**config.mk**
```make
export PLATFORM = sky130hd
export DESIGN_NAME = memory_arbiter
export DESIGN_NICKNAME = d
export VERILOG_FILES = /design/src/rtl/memory_arbiter_pkg.sv /design/src/rtl/memory_arbiter_rr2.sv /design/src/rtl/memory_arbiter.sv
export SDC_FILE = /design/constraint.sdc
export NUM_CORES = 1
export LEC_CHECK = 0
export BUFFER_PORTS_ARGS = -buffer_cell sky130_fd_sc_hd__buf_4
export CAP_MARGIN = 20
export CORE_ASPECT_RATIO = 1.2
export CORE_MARGIN = 2
export CORE_UTILIZATION = 46
export CTS_CLUSTER_SIZE = 12
export DETAILED_ROUTE_END_ITERATION = 16
export PLACE_DENSITY = 0.79
export SYNTH_ARGS = -nofsm -noshare
export SYNTH_HDL_FRONTEND = slang
export SYNTH_HIERARCHICAL = 1
export SYNTH_SLANG_ARGS = --single-unit
```
**constraint.sdc**
```tcl
create_clock -name clock -period 2 [get_ports clock]
set_input_delay 0.2 -clock clock [delete_from_list [all_inputs] [get_ports clock]]
set_output_delay 0.2 -clock clock [all_outputs]
set_load 0.05 [all_outputs]
```
**src/rtl/memory_arbiter_pkg.sv**
```systemverilog
// memory_arbiter_pkg: shared state encoding and address constants for the two-port memory arbiter.
package memory_arbiter_pkg;
  typedef enum logic [1:0] {IDLE, ISSUE, DATA} state_e;
  localparam logic [21:0] PARK_ADDR_DEFAULT = 22'h000000;
  localparam logic [21:0] CONSOLE_ADDR = 22'h3FFFFF;
endpackage

```
**src/rtl/memory_arbiter_rr2.sv**
```systemverilog
// arb_rr2: two-way round-robin tie-break; a lone request wins, on a tie the port not granted last wins.
module arb_rr2 (
  input  logic [1:0] req_i,
  input  logic       last_i,
  output logic [1:0] gnt_o
);
  assign gnt_o[0] = req_i[0] & (~req_i[1] | last_i);
  assign gnt_o[1] = req_i[1] & (~req_i[0] | ~last_i);
endmodule

```
**src/rtl/memory_arbiter.sv**
```systemverilog
// memory_arbiter: shares one single-ported memory between two request/ack ports, 3 cycles per access.
module memory_arbiter
  import memory_arbiter_pkg::*;
#(
  parameter logic [21:0] PARK_ADDR = PARK_ADDR_DEFAULT
) (
  input  logic        clock,
  input  logic        reset,
  input  logic        p0_req,
  input  logic        p0_we,
  input  logic [21:0] p0_addr,
  input  logic [31:0] p0_wdata,
  input  logic [3:0]  p0_wmask,
  output logic        p0_ack,
  output logic [31:0] p0_rdata,
  input  logic        p1_req,
  input  logic        p1_we,
  input  logic [21:0] p1_addr,
  input  logic [31:0] p1_wdata,
  input  logic [3:0]  p1_wmask,
  output logic        p1_ack,
  output logic [31:0] p1_rdata,
  output logic [21:0] mem_address,
  output logic [31:0] mem_wdata,
  input  logic [31:0] mem_rdata,
  output logic [3:0]  mem_wmask,
  output logic        mem_wlo,
  output logic        mem_olo
);
  state_e      state_q, state_d;
  logic        win_q, win_d;
  logic        we_q, we_d;
  logic [21:0] addr_q, addr_d;
  logic [31:0] wdata_q, wdata_d;
  logic [3:0]  wmask_q, wmask_d;
  logic [1:0]  ack_q;
  logic [31:0] rdata0_q, rdata1_q;
  logic [21:0] mem_address_q;
  logic [31:0] mem_wdata_q;
  logic [3:0]  mem_wmask_q;
  logic        mem_wlo_q, mem_olo_q;
  logic [1:0]  req, gnt;
  logic        take;
  // A port being acked this cycle still holds req; masking it stops a regrant.
  assign req = {p1_req & ~ack_q[1], p0_req & ~ack_q[0]};
  arb_rr2 u_rr (.req_i(req), .last_i(win_q), .gnt_o(gnt));
  always_comb begin
    take    = (state_q == IDLE) && (|gnt);
    state_d = state_q;
    win_d   = win_q;
    we_d    = we_q;
    addr_d  = addr_q;
    wdata_d = wdata_q;
    wmask_d = wmask_q;
    if (take) begin
      state_d = ISSUE;
      win_d   = gnt[1];
      we_d    = gnt[1] ? p1_we : p0_we;
      addr_d  = gnt[1] ? p1_addr : p0_addr;
      wdata_d = gnt[1] ? p1_wdata : p0_wdata;
      wmask_d = gnt[1] ? p1_wmask : p0_wmask;
    end else if (state_q != IDLE) begin
      state_d = (state_q == ISSUE) ? DATA : IDLE;
    end
  end
  // Memory-side outputs are registered from the next state so they line up with ISSUE/DATA.
  always_ff @(posedge clock) begin
    if (reset) begin
      state_q       <= IDLE;
      win_q         <= 1'b1;
      we_q          <= 1'b0;
      addr_q        <= '0;
      wdata_q       <= '0;
      wmask_q       <= 4'hF;
      ack_q         <= 2'b00;
      rdata0_q      <= '0;
      rdata1_q      <= '0;
      mem_address_q <= PARK_ADDR;
      mem_wdata_q   <= '0;
      mem_wmask_q   <= 4'hF;
      mem_wlo_q     <= 1'b1;
      mem_olo_q     <= 1'b1;
    end else begin
      state_q       <= state_d;
      win_q         <= win_d;
      we_q          <= we_d;
      addr_q        <= addr_d;
      wdata_q       <= wdata_d;
      wmask_q       <= wmask_d;
      ack_q         <= (state_q == DATA) ? (win_q ? 2'b10 : 2'b01) : 2'b00;
      if (state_q == DATA && !we_q && !win_q) rdata0_q <= mem_rdata;
      if (state_q == DATA && !we_q && win_q) rdata1_q <= mem_rdata;
      mem_address_q <= (state_d == ISSUE) ? addr_d : PARK_ADDR;
      mem_wdata_q   <= (state_d == DATA && we_d) ? wdata_d : 32'h0;
      mem_wmask_q   <= (state_d == DATA && we_d) ? wmask_d : 4'hF;
      mem_wlo_q     <= !(state_d == ISSUE && we_d);
      mem_olo_q     <= !(state_d == DATA && !we_d);
    end
  end
  assign p0_ack      = ack_q[0];
  assign p1_ack      = ack_q[1];
  assign p0_rdata    = rdata0_q;
  assign p1_rdata    = rdata1_q;
  assign mem_address = mem_address_q;
  assign mem_wdata   = mem_wdata_q;
  assign mem_wmask   = mem_wmask_q;
  assign mem_wlo     = mem_wlo_q;
  assign mem_olo     = mem_olo_q;
endmodule
```
# Word-level counts from Yosys, hierarchy flattened

Index checks and enable logic that the tools add are counted.

Input bits: 154
Word-level logic and storage cells: 62
Register bits: 188
Output and inout port bits: 126

Eq/ne operators: 4
Multiplexer cells: 12
Bitwise gates (word level): 14
Reduce and logical (&&, ||, !) cells: 18

Operator list:

| kind                                          | count |
|---|---|
| 2-to-1 mux 32 bit                             | 2 |
| 2-to-1 mux 22 bit                             | 2 |
| 2-to-1 mux 2 bit                              | 4 |
| 2-to-1 mux 4 bit                              | 2 |
| NOT 1 bit                                     | 8 |
| OR reduction 2 bit                            | 4 |
| logical AND 1 bit                             | 7 |
| logical NOT 1 bit                             | 5 |
| bitwise AND 1 bit                             | 4 |
| == test 2 x 1 -> 1 bit, second input constant | 2 |
| == test 2 bit, second input constant          | 2 |
| logical NOT 2 bit                             | 1 |
| 2-to-1 mux 1 bit                              | 2 |
| OR 1 bit                                      | 2 |
| nonzero test 2 bit                            | 1 |

# Logic depth before layout (Yosys ltp)

Depth in word-level cells: 12
Gate-level depth with buffers: 8
Depth with buffers taken out: 5

# Modules after synthesis

The synthesis kept the hierarchy.

Modules (own cells, without submodules):

| module         | cells an instance | area an instance (sq um) | sequential area each (sq um) | instances |
|---|---|---|---|---|
| memory_arbiter | 630               | 5899.4                   | 3323.2                       | 1 |
| arb_rr2        | 3                 | 18.8                     | 0.0                          | 1 |

# Worst setup path before layout

Ideal clock, no wire load.

Path type: register -> register
Start point: register ack_q[1]
End point: register wdata_q[10]
Stages on the path, launching flop included: 9
Data required time: 1.866 ns
Buffers on the path: 3
Path slack: 0.008 ns
Library setup time: 0.134 ns
Arrival time: 1.858 ns
Period minus slack after synthesis: 1.992 ns
Path through: dfxtp_1 nor2b_1 a21boi_0 buf_2 or2_2 buf_2 buf_1 a21oi_1 a211oi_1

Elaborated cells between the ends (all ways): 10
Classes of those cells: 2 x mux; 6 x bitwise; 2 x reduce/logical

RTL lines:

| element                | RTL line                | RTL |
|---|---|---|
| from (decl)            | memory_arbiter.sv:36    | `logic [1:0] ack_q;` |
| from (signal assigned) | memory_arbiter.sv:90    | `ack_q <= (state_q == DATA) ? (win_q ? 2'b10 : 2'b01) : 2'b00;` |
| NOT 1 bit *            | memory_arbiter.sv:45    | `assign req = {p1_req & ~ack_q[1], p0_req & ~ack_q[0]};` |
| bitwise AND 1 bit *    | memory_arbiter.sv:45    |  |
| via req[1]             | memory_arbiter.sv:42    | `logic [1:0] req, gnt;` |
| bitwise AND 1 bit *    | memory_arbiter_rr2.sv:8 | `assign gnt_o[1] = req_i[1] & (~req_i[0] \| ~last_i);` |
| via gnt[1]             | memory_arbiter.sv:42    |  |
| OR reduction 2 bit     | memory_arbiter.sv:48    | `take = (state_q == IDLE) && (\|gnt);` |
| logical AND 1 bit      | memory_arbiter.sv:48    |  |
| 2-to-1 mux 32 bit *    | memory_arbiter.sv:55    | `if (take) begin` |
| to (signal assigned)   | memory_arbiter.sv:88    | `wdata_q <= wdata_d;` |
| to (decl)              | memory_arbiter.sv:34    | `logic [31:0] wdata_q, wdata_d;` |

Mark *: on every way through the listed nets, which the timed path passes. The rest lies on a longest branch.
A chain may end at the register's enable or synchronous reset.

# Worst setup path after layout

Start point: register ack_q[0]
End point: register wdata_q[13]

Elaborated cells between the ends (all ways): 10
Classes of those cells: 2 x mux; 6 x bitwise; 2 x reduce/logical

RTL lines:

| element            | RTL line                | RTL |
|---|---|---|
| NOT 1 bit          | memory_arbiter.sv:45    |  |
| bitwise AND 1 bit  | memory_arbiter.sv:45    |  |
| via req[0]         | memory_arbiter.sv:42    |  |
| bitwise AND 1 bit  | memory_arbiter_rr2.sv:7 | `assign gnt_o[0] = req_i[0] & (~req_i[1] \| last_i);` |
| via gnt[0]         | memory_arbiter.sv:42    |  |
| OR reduction 2 bit | memory_arbiter.sv:48    |  |
| logical AND 1 bit  | memory_arbiter.sv:48    |  |
| 2-to-1 mux 32 bit  | memory_arbiter.sv:55    |  |

The timed path passes the listed nets, and every way through them passes these cells.

==> report_table.html <==
<table>
<tr><th>Metric</th><th>Value</th></tr>
<tr><th colspan="2">Setup path</th></tr>
<tr><td>Endpoint type of the worst setup path</td><td>register</td></tr>
<tr><td>Critical path launch point type</td><td>register</td></tr>
<tr><td>Cell chain of the critical path</td><td>nor2b_1 &gt; a21boi_1 &gt; or2_2 &gt; buf_12 &gt; a21oi_1 &gt; a211oi_1</td></tr>
<tr><td>Worst setup path class</td><td>register to register</td></tr>
<tr><td>Critical path data required time</td><td>2320 ps</td></tr>
<tr><td>Worst R2R Path Depth</td><td>6</td></tr>
<tr><td>Critical path fanouts, max</td><td>23</td></tr>
<tr><td>Data arrival time at the worst-slack endpoint</td><td>approximately 2200 ps</td></tr>
<tr><td>Slowest stage cell, crit path</td><td>or2_2</td></tr>
<tr><td>Delay of the slowest cell on the worst path</td><td>between 300 and 400 ps</td></tr>
<tr><th colspan="2">Floorplan</th></tr>
<tr><td>Area enclosed by the die boundary</td><td>13790 µm²</td></tr>
<tr><td>Initial Utilization</td><td>a little under half</td></tr>
<tr><td>Standard-cell rows</td><td>45</td></tr>
<tr><td>Die W</td><td>107.5 µm</td></tr>
<tr><td>Die Ht</td><td>roughly 130 µm</td></tr>
<tr><td>Top-level I/O count</td><td>280</td></tr>
<tr><td>Placeable Area</td><td>~13000 µm²</td></tr>
<tr><th colspan="2">Placement</th></tr>
<tr><td>Placed Cells incl. Taps</td><td>1036</td></tr>
<tr><td>Worst-case setup slack after placement</td><td>about 160 ps</td></tr>
<tr><td>Routability congestion estimate</td><td>0.8743</td></tr>
<tr><td>Port bufs</td><td>around 280</td></tr>
<tr><td>Placed wire-length estimate</td><td>around 13000 µm</td></tr>
<tr><th colspan="2">Cells and area</th></tr>
<tr><td>Area overhead of the layout relative to synthesis</td><td>48.41%</td></tr>
<tr><td>Proportion of layout cells with a drive suffix above 1</td><td>a little under two fifths</td></tr>
<tr><td>Fillcell total</td><td>962</td></tr>
<tr><td>Count of non-filler cells in the finished layout</td><td>~1100</td></tr>
<tr><td># nets final</td><td>~1000</td></tr>
<tr><th colspan="2">Yosys</th></tr>
<tr><td>Synth top area cells</td><td>dfxtp_1 56%, mux2i_1 10%, nand2_1 8.2%</td></tr>
<tr><td>Register bit count reported by yosys</td><td>166</td></tr>
<tr><td>Post-Synthesis Net Count</td><td>slightly below 800</td></tr>
<tr><td>Synthesized instance count</td><td>633</td></tr>
<tr><td>Largest area contributor in the netlist</td><td>dfxtp_1</td></tr>
<tr><td>Sequential element share of the synthesized area</td><td>a little under three fifths</td></tr>
<tr><td>Avg Inst Size Synth</td><td>approximately 9.3 µm²</td></tr>
<tr><td>Number of distinct library cell variants in the gate-level netlist after synthesis</td><td>28</td></tr>
<tr><td>Yosys Warn Count</td><td>6</td></tr>
<tr><td>Cell area after technology mapping</td><td>approximately 6000 µm²</td></tr>
<tr><td>Share of the synthesized area in the top cell type</td><td>~56%</td></tr>
<tr><th colspan="2">Outcome</th></tr>
<tr><td>Run status</td><td>finished, final reports clean</td></tr>
<tr><th colspan="2">Timing</th></tr>
<tr><td>Post-route fraction of the period consumed by the critical path</td><td>92.25%</td></tr>
<tr><td>Unrepaired setup endpoints after global routing</td><td>false</td></tr>
<tr><td>Final setup slack of the worst path</td><td>between 150 and 200 ps</td></tr>
<tr><td>Worst rel slew slack</td><td>about 61%</td></tr>
<tr><td>Final slew viol count</td><td>0</td></tr>
<tr><td>Post-Route Hold Slack</td><td>approximately 11 ps</td></tr>
<tr><td>Worst slew pin tran</td><td>between 500 and 600 ps</td></tr>
<tr><td>Fmax</td><td>approximately 0.54 GHz</td></tr>
<tr><td>Setup skew after layout</td><td>~6.7 ps</td></tr>
<tr><td>Final number of setup-violating endpoints</td><td>0</td></tr>
<tr><td>Crit path time final</td><td>1845 ps</td></tr>
<tr><td>Final hold violation count</td><td>0</td></tr>
<tr><td>Aggregate negative setup slack</td><td>0 ps</td></tr>
<tr><th colspan="2">Detailed routing</th></tr>
<tr><td>Detailed router's first-iteration violation count</td><td>around 350</td></tr>
<tr><td>Post-route antenna net violation count</td><td>0</td></tr>
<tr><td>Number of optimization iterations in the first detailed-route pass</td><td>5</td></tr>
<tr><td>Total number of vias</td><td>~5500</td></tr>
<tr><td>Post-route DRC</td><td>0</td></tr>
<tr><td>Routed via count divided by cell count</td><td>slightly above 5</td></tr>
<tr><td>Total length of routed wires</td><td>between 15000 and 20000 µm</td></tr>
<tr><td>Wire length per cell after detailed routing</td><td>~16 µm</td></tr>
<tr><th colspan="2">Clocking</th></tr>
<tr><td>Post-CTS resize count</td><td>0</td></tr>
<tr><td>Clk_lat worst skew</td><td>between 400 and 500 ps</td></tr>
<tr><td>Clock Path Buffers</td><td>2</td></tr>
<tr><td>Hold buffers post-CTS</td><td>0</td></tr>
<tr><td>Clock tree root driver cell</td><td>clkbuf_16</td></tr>
<tr><td>TritonCTS buffer count</td><td>17</td></tr>
<tr><td>Post-CTS repair timing setup buffer count</td><td>0</td></tr>
<tr><td>Clock tree from TritonCTS</td><td>built</td></tr>
<tr><td>Clock transition at path regs</td><td>about 60 ps</td></tr>
<tr><td>Clock sink count</td><td>166</td></tr>
<tr><td>H-tree depth reported by CTS</td><td>4</td></tr>
<tr><th colspan="2">GRT</th></tr>
<tr><td>GRT Total Usage</td><td>about a quarter</td></tr>
<tr><td>Total congestion overflow</td><td>0</td></tr>
<tr><td>Vias in the first global route</td><td>5416</td></tr>
<tr><td>Initial antenna violation count</td><td>1</td></tr>
<tr><td>Pin count of the biggest net entering global routing</td><td>53</td></tr>
<tr><td>Global-route wire length before repair</td><td>~27000 µm</td></tr>
<tr><th colspan="2">Power and ir drop</th></tr>
<tr><td>Peak supply drop</td><td>0.4662 mV</td></tr>
<tr><td>Leakage power summed over all cells</td><td>approximately 0.004 µW</td></tr>
<tr><td>Cell Pwr Density</td><td>between 900 and 1000 nW/µm²</td></tr>
<tr><td>Final total power</td><td>8179 µW</td></tr>
<tr><th colspan="2">Min path</th></tr>
<tr><td>Worst min-delay path class</td><td>primary input to register</td></tr>
<tr><td>Hold path depth</td><td>3</td></tr>
<tr><th colspan="2">Flow run</th></tr>
<tr><td>Max-capacitance violation count</td><td>0</td></tr>
</table>
per-stage QoR:
stage	area [µm²]	util (%)
2_1_floorplan	5918	-
3_3_place_gp	8173	64.80
3_5_place_dp	8173	64.80
4_1_cts	8781	69.62
5_1_grt	8781	69.62
6_report	8783	69.64
report_power, final:
part	total (µW)	switching (µW)	internal (µW)	leakage, µW
Combinational	1300	746	552	0.00230
Sequential	3580	94.1	3490	0.00135
Clock	3300	1340	1960	0.000288
registers in the layout, indices dropped and copies added, names as in the netlist:
register and count:
mem_wdata 32, p0_rdata 32, p1_rdata 32, wdata_q 32
mem_address 22, mem_wmask 4, wmask_q 4, ack_q 2
state_q 2, mem_olo 1, mem_wlo 1, we_q 1
win_q 1
layout by cell type, fill, tap and decap left out, types with 5 or more instances in the layout:
cell       netlist  routed
mux2i_1         59      59
clkbuf_16        0      17
buf_4            0     295
dfxtp_1        166     166
and3_1          32      32
nand2_1        130     130
nand2b_1         5       5
a211oi_1        33      33
a21oi_1         97      97
nor2_1          24      23
logic make-up (layout without fill, tap and decap cells):
logic type / count (synthesis) / in the layout / share of synthesized area [%]
muxes: 59 / 59 / 9.979
AOI/OAI and AO/OA: 141 / 141 / 13.66
buffers and inverters: 61 / 332 / 4.397
and+or+nand+nor: 206 / 206 / 15.81
other: 0 / 1 / 0
DFF: 166 / 166 / 56.15
Yosys cell counts:
cell type and number:
nand2b_1 5, a21boi_1 1, o211ai_1 4, nor2b_1 2
o21ai_0 4, and3_1 32, or2_2 3, a211oi_1 33
clkbuf_1 31, buf_1 2, mux2i_1 59, a221o_1 1
nand4bb_1 1, nor2_1 24, a21oi_1 97, nand2_1 130
buf_2 25, nor4b_1 1, nor4bb_1 2, inv_1 3
and2_1 1, nand3_1 1, nor4b_2 1, or4b_1 1
dfxtp_1 166, a21boi_0 1, nor2_2 1, nor3b_2 1
worst max-delay path: cells and delay by family, from the launching register on:
family          cells  cell delay, ps
flops               1             310
buf+inv             1             200
simple gates        2             580
compound gates      3             660
path summary, 6_finish.rpt:
check | from | to | slack, ps
max | ack_q[0] | wdata_q[13] | 160
min reg2reg | wmask_q[1] | mem_wmask[1] | 440
max reg2reg | ack_q[0] | wdata_q[13] | 160
min | p1_addr[10] | mem_address[10] | 10
final cells by class:
cell class                 count  area [µm²]  area share (%)
timing repair buffer         297        2255           25.67
tap                          164       205.2           2.336
clock buffer                  20       466.7           5.313
inverter                       3       11.26          0.1282
multi-input combinational    406        2379           27.08
clock inverter                12       141.4           1.610
sequential                   166        3323           37.83
antenna                        1       2.502         0.02849
routing by layer:
| metal | vias to the layer above | wire length [µm] | GRT usage [%] |
|---|---|---|---|
| li1 | 2678 | - | - |
| met1 | 2531 | 6456 | 27.10 |
| met2 | 288 | 8834 | 43.95 |
| met3 | 33 | 1652 | 8.948 |
| met4 | 0 | 415 | 10.26 |
| met5 | - | 0 | 0 |
Note: power is estimated with default switching activity, not from simulation.
